--- src/rtl/id_ex_alu_stage.sv ---
// ============================================================================
//  Module      : id_ex_alu_stage
//  Description : ID/EX pipeline register with ALU-control decode for RV32.
//  Revision    : 1.0 - initial release
// ============================================================================
`default_nettype none

module id_ex_alu_stage #(
  parameter int XLEN       = 32,
  parameter int REG_ADDR_W = 5
) (
  input  logic                  clk,
  input  logic                  rst_n,
  input  logic                  id_valid,
  input  logic [6:0]            id_opcode,
  input  logic [2:0]            id_funct3,
  input  logic                  id_funct7_5,
  input  logic [XLEN-1:0]       id_rs1_data,
  input  logic [XLEN-1:0]       id_rs2_data,
  input  logic [XLEN-1:0]       id_imm,
  input  logic [REG_ADDR_W-1:0] id_rd,
  input  logic                  stall,
  input  logic                  flush,
  output logic                  ex_valid,
  output logic [XLEN-1:0]       ex_a,
  output logic [XLEN-1:0]       ex_b,
  output logic                  ex_ainvert,
  output logic                  ex_binvert,
  output logic [1:0]            ex_operation,
  output logic [REG_ADDR_W-1:0] ex_rd,
  output logic                  ex_reg_write,
  output logic                  ex_is_branch,
  output logic                  ex_illegal,
  output logic [15:0]           ex_bubble_cnt
);

  localparam logic [6:0]  c_opc_r      = 7'b0110011;
  localparam logic [6:0]  c_opc_i      = 7'b0010011;
  localparam logic [6:0]  c_opc_load   = 7'b0000011;
  localparam logic [6:0]  c_opc_store  = 7'b0100011;
  localparam logic [6:0]  c_opc_branch = 7'b1100011;
  localparam logic [1:0]  c_alu_and    = 2'b00;
  localparam logic [1:0]  c_alu_or     = 2'b01;
  localparam logic [1:0]  c_alu_add    = 2'b10;
  localparam logic [1:0]  c_alu_less   = 2'b11;
  localparam logic [15:0] c_cnt_max    = 16'hFFFF;

  logic                  valid_q, valid_d;
  logic [XLEN-1:0]       a_q, a_d;
  logic [XLEN-1:0]       b_q, b_d;
  logic                  ainvert_q, ainvert_d;
  logic                  binvert_q, binvert_d;
  logic [1:0]            operation_q, operation_d;
  logic [REG_ADDR_W-1:0] rd_q, rd_d;
  logic                  reg_write_q, reg_write_d;
  logic                  is_branch_q, is_branch_d;
  logic                  illegal_q, illegal_d;
  logic [15:0]           bubble_cnt_q, bubble_cnt_d;

  logic       w_binv;
  logic [1:0] w_op;
  logic       w_use_imm;
  logic       w_wr;
  logic       w_br;
  logic       w_ill;

  // R-type and I-ALU share the funct3 table; SUB only exists for R-type.
  always_comb begin
    w_binv    = 1'b0;
    w_op      = c_alu_add;
    w_use_imm = 1'b0;
    w_wr      = 1'b0;
    w_br      = 1'b0;
    w_ill     = 1'b0;
    case (id_opcode)
      c_opc_r, c_opc_i: begin
        w_wr      = 1'b1;
        w_use_imm = (id_opcode == c_opc_i);
        case (id_funct3)
          3'b000: w_binv = (id_opcode == c_opc_r) && id_funct7_5;
          3'b111: w_op = c_alu_and;
          3'b110: w_op = c_alu_or;
          3'b010: begin
            w_binv = 1'b1;
            w_op   = c_alu_less;
          end
          default: begin
            w_ill     = 1'b1;
            w_wr      = 1'b0;
            w_use_imm = 1'b0;
          end
        endcase
      end
      c_opc_load: begin
        w_use_imm = 1'b1;
        w_wr      = 1'b1;
      end
      c_opc_store: w_use_imm = 1'b1;
      c_opc_branch: begin
        w_binv = 1'b1;
        w_br   = 1'b1;
      end
      default: w_ill = 1'b1;
    endcase
  end

  always_comb begin
    valid_d      = valid_q;
    a_d          = a_q;
    b_d          = b_q;
    ainvert_d    = ainvert_q;
    binvert_d    = binvert_q;
    operation_d  = operation_q;
    rd_d         = rd_q;
    reg_write_d  = reg_write_q;
    is_branch_d  = is_branch_q;
    illegal_d    = illegal_q;
    bubble_cnt_d = bubble_cnt_q;
    if (flush) begin
      valid_d     = 1'b0;
      reg_write_d = 1'b0;
      is_branch_d = 1'b0;
      illegal_d   = 1'b0;
      if (valid_q && (bubble_cnt_q != c_cnt_max)) begin
        bubble_cnt_d = bubble_cnt_q + 16'd1;
      end
    end else if (!stall) begin
      valid_d     = id_valid;
      a_d         = id_rs1_data;
      b_d         = w_use_imm ? id_imm : id_rs2_data;
      ainvert_d   = 1'b0;
      binvert_d   = w_binv;
      operation_d = w_op;
      rd_d        = id_rd;
      // x0 is hard-wired, so a write to it is never a real write.
      reg_write_d = id_valid && w_wr && (id_rd != '0);
      is_branch_d = id_valid && w_br;
      illegal_d   = id_valid && w_ill;
    end
  end

  always_ff @(posedge clk or negedge rst_n) begin
    if (!rst_n) begin
      valid_q      <= 1'b0;
      a_q          <= '0;
      b_q          <= '0;
      ainvert_q    <= 1'b0;
      binvert_q    <= 1'b0;
      operation_q  <= 2'b00;
      rd_q         <= '0;
      reg_write_q  <= 1'b0;
      is_branch_q  <= 1'b0;
      illegal_q    <= 1'b0;
      bubble_cnt_q <= 16'd0;
    end else begin
      valid_q      <= valid_d;
      a_q          <= a_d;
      b_q          <= b_d;
      ainvert_q    <= ainvert_d;
      binvert_q    <= binvert_d;
      operation_q  <= operation_d;
      rd_q         <= rd_d;
      reg_write_q  <= reg_write_d;
      is_branch_q  <= is_branch_d;
      illegal_q    <= illegal_d;
      bubble_cnt_q <= bubble_cnt_d;
    end
  end

  assign ex_valid      = valid_q;
  assign ex_a          = a_q;
  assign ex_b          = b_q;
  assign ex_ainvert    = ainvert_q;
  assign ex_binvert    = binvert_q;
  assign ex_operation  = operation_q;
  assign ex_rd         = rd_q;
  assign ex_reg_write  = reg_write_q;
  assign ex_is_branch  = is_branch_q;
  assign ex_illegal    = illegal_q;
  assign ex_bubble_cnt = bubble_cnt_q;

endmodule

`default_nettype wire

--- config.mk ---
export PLATFORM = sky130hd
export DESIGN_NAME = id_ex_alu_stage
export DESIGN_NICKNAME = d
export VERILOG_FILES = /design/src/rtl/id_ex_alu_stage.sv
export SDC_FILE = /design/constraint.sdc
export NUM_CORES = 1
export LEC_CHECK = 0
export CAP_MARGIN = 15
export CORE_ASPECT_RATIO = 1.1
export CORE_MARGIN = 1
export CORE_UTILIZATION = 40
export DETAILED_ROUTE_END_ITERATION = 8
export GPL_TIMING_DRIVEN = 0
export HOLD_SLACK_MARGIN = 0.02
export PLACE_DENSITY = 0.88
export SLEW_MARGIN = 10
export SYNTH_ARGS = -nofsm -noshare
export SYNTH_HDL_FRONTEND = slang
export SYNTH_SLANG_ARGS = --single-unit
--- constraint.sdc ---
create_clock -name clk -period 2.3 [get_ports clk]
set_input_delay 0.69 -clock clk [delete_from_list [all_inputs] [get_ports clk]]
set_output_delay 0.69 -clock clk [all_outputs]
set_load 0.05 [all_outputs]
**Word level (Yosys, flattened, before mapping)**

Cells that the tools add are included.

- Bits in writable memories: 0
- Bits of input ports: 117
- Register bits after elaboration: 92
- Latch bits: 0
- Logic and storage cells: 57
- Bits in read-only memories: 0
- Memories: 0
- Output and inout bits: 93

- Bitwise gates (word level): 2
- Multiplexer cells: 20
- Eq/ne operators: 10
- Shifts and indexed selects: 0
- Add/subtract/negate cells: 1
- Multipliers: 0
- Magnitude comparators: 0
- Div/mod/pow operators: 0
- Reduce and logical (&&, ||, !) cells: 14

Operator list:

| operator | count |
|---|---|
| two-way mux 32 bit | 1 |
| adder 16 x 1 -> 16 bit, second input constant | 1 |
| != test 16 bit, second input constant | 1 |
| == test 7 x 6 -> 1 bit, second input constant | 2 |
| two-way mux 1 bit | 12 |
| one-hot mux 1 bit (2 select lines) | 5 |
| == test 7 x 2 -> 1 bit, second input constant | 1 |
| == test 7 x 5 -> 1 bit, second input constant | 1 |
| == test 7 bit, second input constant | 1 |
| == test 3 bit, second input constant | 2 |
| logical AND 1 bit | 6 |
| one-hot mux 2 bit (3 select lines) | 1 |
| nonzero test 5 bit | 1 |
| AND reduction 2 bit | 2 |
| OR reduction 2 bit | 2 |
| OR reduction 4 bit | 1 |
| == test 3 x 2 -> 1 bit, second input constant | 1 |
| zero test 3 bit | 1 |
| OR reduction 3 bit | 1 |
| two-way mux 2 bit | 1 |
| != test 2 x 1 -> 1 bit, second input constant | 1 |
| NOT 1 bit | 2 |

**Longest topological paths before layout**

- Depth in word-level cells: 8
- Depth in mapped cells: 6
- Depth with buffers taken out: 5

**Worst setup path before layout**

OpenSTA, ideal clock, no wires.

- Kind: reg-to-reg
- Start: register bubble_cnt_q[0], in the netlist ex_bubble_cnt[0]
- End: register bubble_cnt_q[1], in the netlist ex_bubble_cnt[1]
- Arrival: 2.022 ns
- Stages on the path, launching flop included: 6
- Setup slack: 0.153 ns
- Library setup time: 0.125 ns
- Required time: 2.175 ns
- Path buffers: 0
- Clock period less this slack: 2.147 ns
- Cells stage by stage: dfrtp_1 ha_1 nand4_2 nor4_4 nor2_2 mux2_4

- Word-level cells in the longest chain between the ends: 3
- Elaborated cells on any way between the ends: 4
- Those cells by class: 1 x add/sub; 1 x eq/ne; 2 x reduce/logical

Ends and longest elaborated chain:

| item | line | text |
|---|---|---|
| start, declared | 58 | `logic [15:0] bubble_cnt_q, bubble_cnt_d;` |
| start signal, assigned | 166 | `bubble_cnt_q <= bubble_cnt_d;` |
| branches (longest 3 deep; another with adder 16 x 1 -> 16 bit) | n/a |  |

Several ways; the timed one is not identified.
A chain may end at the register's enable or synchronous reset.

**Worst setup path in the final report**

- Start: register b_q[11], in the netlist ex_b[11]
- End: output port ex_b[11]

RTL lines:

| item | line | text |
|---|---|---|
| start, declared | 50 | `logic [XLEN-1:0] b_q, b_d;` |
| start signal, assigned | 146 | `b_q <= '0;` |
| start signal, assigned | 158 | `b_q <= b_d;` |
| end, declared | 26 | `output logic [XLEN-1:0] ex_b,` |

No word-level cell between the ends.

==> out/qor.yml <==
critical_path:
  crit_path_end_kind: "output pin"
  crit_path_start_kind: "flip-flop"
  criticalPathCategory: "flip-flop to output pin"
  critical_path_buf_inv_count: 1
  critPathMaxFanout: 2
  crit_chain: "clkdlybuf4s50_1"
  ff2ff_path_depth: 5
  path_depth: 1
  crit_required_ps: 1610
  slowest_delay_ps: 820
  worst_path_dominant_cell_family: "buffers and inverters"
  arrival_ps: 1560
  slowest_stage: "clkdlybuf4s50_1"
route:
  vias_per_cell: 5.30
  drt_iter0_drc: 279
  drt_wl_total_um: 12900
  vias: 4214
  post_drt_wl_per_cell_um: 16.2
  ant_nets: 0
  remaining_drc_errors: 16
  drtPass1Iterations: 8
floorplanning:
  io_pins: 210
  core-area_mm2: 0.00989
  die_area_mm2: 0.0106
  chipWidth_um: 98.5
  die_h_um: 108
  rows: 38
  initial_utilization_pct: 41.4
timing:
  min_period_ps: 2250
  whs_ps: 351
  slew_headroom_pct: 55.2
  grt_setup_unrepaired: "no"
  final-setup-viol-count: 0
  tightest_slew_ps: 671
  fmax_mhz: 444
  hold_viol_final: 0
  fin_skew_ps: 7.91
  finalCritPeriodShare_pct: 97.9
  drv_slew: 0
synthesis:
  synthDominantCellAreaShare_pct: 56.2
  synth_area_leaders: "dfrtp_1 56%, nand2_1 11%, a31oi_1 5.0%"
  avgSynthCellArea_um2: 9.08
  synth_top_cell_by_area: "dfrtp_1"
  synthTopCellsByCount: "119 x nand2_1, 92 x dfrtp_1, 39 x nor2_1"
  synth_area_mm2: 0.00409
  synth_ff_type: "dfrtp_1"
  yosys_register_bits: 92
  synth-async-reset-ratio_pct: 100
  yosysSeqAreaShare_pct: 56.2
  yosys_warnings: 0
  synth_edf_count: 0
  syn-instance-count: 451
  synth_most_common_cell: "nand2_1"
  synth.distinct_cells: 37
  syn_nets: 569
place:
  port_buffers: 207
  hpwl_um: 9680
  dp_cells: 779
  place_congestion: 0.818
flow_run:
  max_cap_viol_count: 0
cts:
  cts_tree: "done"
  clock-root-buffer: "clkbuf_8"
  worstSkewPairLatency_ps: 370
  hold_buffers: 0
  path_clk_slew_ps: 100
  numCtsBuffers: 9
  post_cts_buffers: 0
  cts_htree_levels: 3
  clockBufferDepth: 2
  clock_sinks: 92
  cts_resized: 20
pwr:
  peakVddDrop_v: 0.000401
  powerDensity_mw_per_mm2: 747
  power.total_uw: 4910
  power.leakage_uw: 0.00297
layout:
  final_layout_size_suffix_gt1_share_pct: 6.67
  finalNonFillerCells: 795
  fin_nets: 788
  fillers: 839
  multi_input_area_mm2: 0.00169
  seq_area_mm2: 0.00230
  fin_util_pct: 66.5
  diodes: 0
  syn_to_final_growth_pct: 60.7
min_path:
  hold_path_class: "primary input to asynchronous set/reset pin"
global_routing:
  first_global_vias: 4078
  grt_use_total_pct: 24.3
  antenna_found_initial: 0
  overflow: 0
  grt_max_degree: 53
  grt_pass1_wl_um: 20400
outcome:
  outcome: "finished, violations left"
  violations: "design-rule violations"
-- worst paths after layout --
check,startpoint,to,slack [ps]
max in group asynchronous,rst_n,ex_a[12],1290
min reg2reg,ex_a[17],ex_a[17],480
max,ex_b[11],ex_b[11],50
max reg2reg,ex_bubble_cnt[0],ex_bubble_cnt[1],230
min,rst_n,ex_a[31],350
min in group clk,ex_a[17],ex_a[17],480
-- cell families after synthesis --
kind of cell,Yosys count,synth area share [%]
flops,92,56.2
fa+ha+maj,1,0.306
mux,1,0.367
compound gates,112,15.4
buf+inv,30,3.03
simple gates,200,21.6
xor+xnor,14,3.00
other cells,1,0.0916
-- state kept, by name, summed over array words and instances, names as in the netlist, 2 cells and up --
| name | cells |
|---|---|
| ex_bubble_cnt | 16 |
| ex_b | 32 |
| ex_a | 32 |
| ex_operation | 2 |
| ex_rd | 5 |
-- cells in the final DEF (no fill, tap or decap), drive strengths merged, types with 2 or more instances in the layout --
| cell | Yosys | routed |
|---|---|---|
| clkdlybuf4s50 | 0 | 188 |
| nand2 | 119 | 119 |
| dfrtp | 92 | 92 |
| nor2 | 40 | 40 |
| a21oi | 38 | 38 |
| o21ai | 34 | 34 |
| a31oi | 33 | 33 |
| clkbuf | 18 | 29 |
| dlygate4sd2 | 0 | 17 |
| buf | 12 | 14 |
| xor2 | 9 | 9 |
| nand4 | 7 | 7 |
| nand3 | 6 | 6 |
| nor3 | 6 | 6 |
| xnor2 | 5 | 5 |
| nor4 | 5 | 5 |
| nor2b | 4 | 4 |
| and3 | 3 | 3 |
| or2 | 2 | 2 |
| nand4b | 2 | 2 |
| nor3b | 2 | 2 |
| a32oi | 2 | 2 |
| bufinv | 0 | 2 |
| clkinv | 0 | 2 |
-- per-stage QoR --
step | TNS (ps) | worst slack [ps] | cell area, um^2
floorplan | 0 | 153 | 4090
global placement | -269690 | -2670 | 6320
detailed placement | -26340 | -472 | 6330
CTS | 0 | 17.2 | 6550
global route | 0 | 1.69 | 6580
finish | 0 | 48.4 | 6580
-- routing by layer --
layer / track usage, % / wire [um]
met1: 31.7 / 5370
met3: 4.20 / 966
met2: 40.4 / 6290
met4: 9.49 / 278
met5: 0 / 0
-- cell type report --
cell class | count | area share, %
repair buffers | 208 | 31.5
clock inverters | 5 | 1.26
well taps | 120 | 2.28
multi-input cells | 329 | 25.7
flip-flops and latches | 92 | 35.0
plain buffers | 30 | 2.03
clock buffers | 11 | 2.30
-- worst register-to-register path: stages, from the launching register on --
cell     delay (ps)
dfrtp_1         480
ha_1            250
nand4_2         190
nor4_4          610
nor2_2          100
mux2_4          320
-- report_power, final --
| group | leakage, uW | internal, uW | total, uW | switching, uW |
|---|---|---|---|---|
| Combinational | 0.00173 | 612 | 1690 | 1080 |
| Clock | 0.000120 | 676 | 1260 | 587 |
| Sequential | 0.00112 | 1810 | 1960 | 153 |
Note: power is estimated with default switching activity, not from simulation.
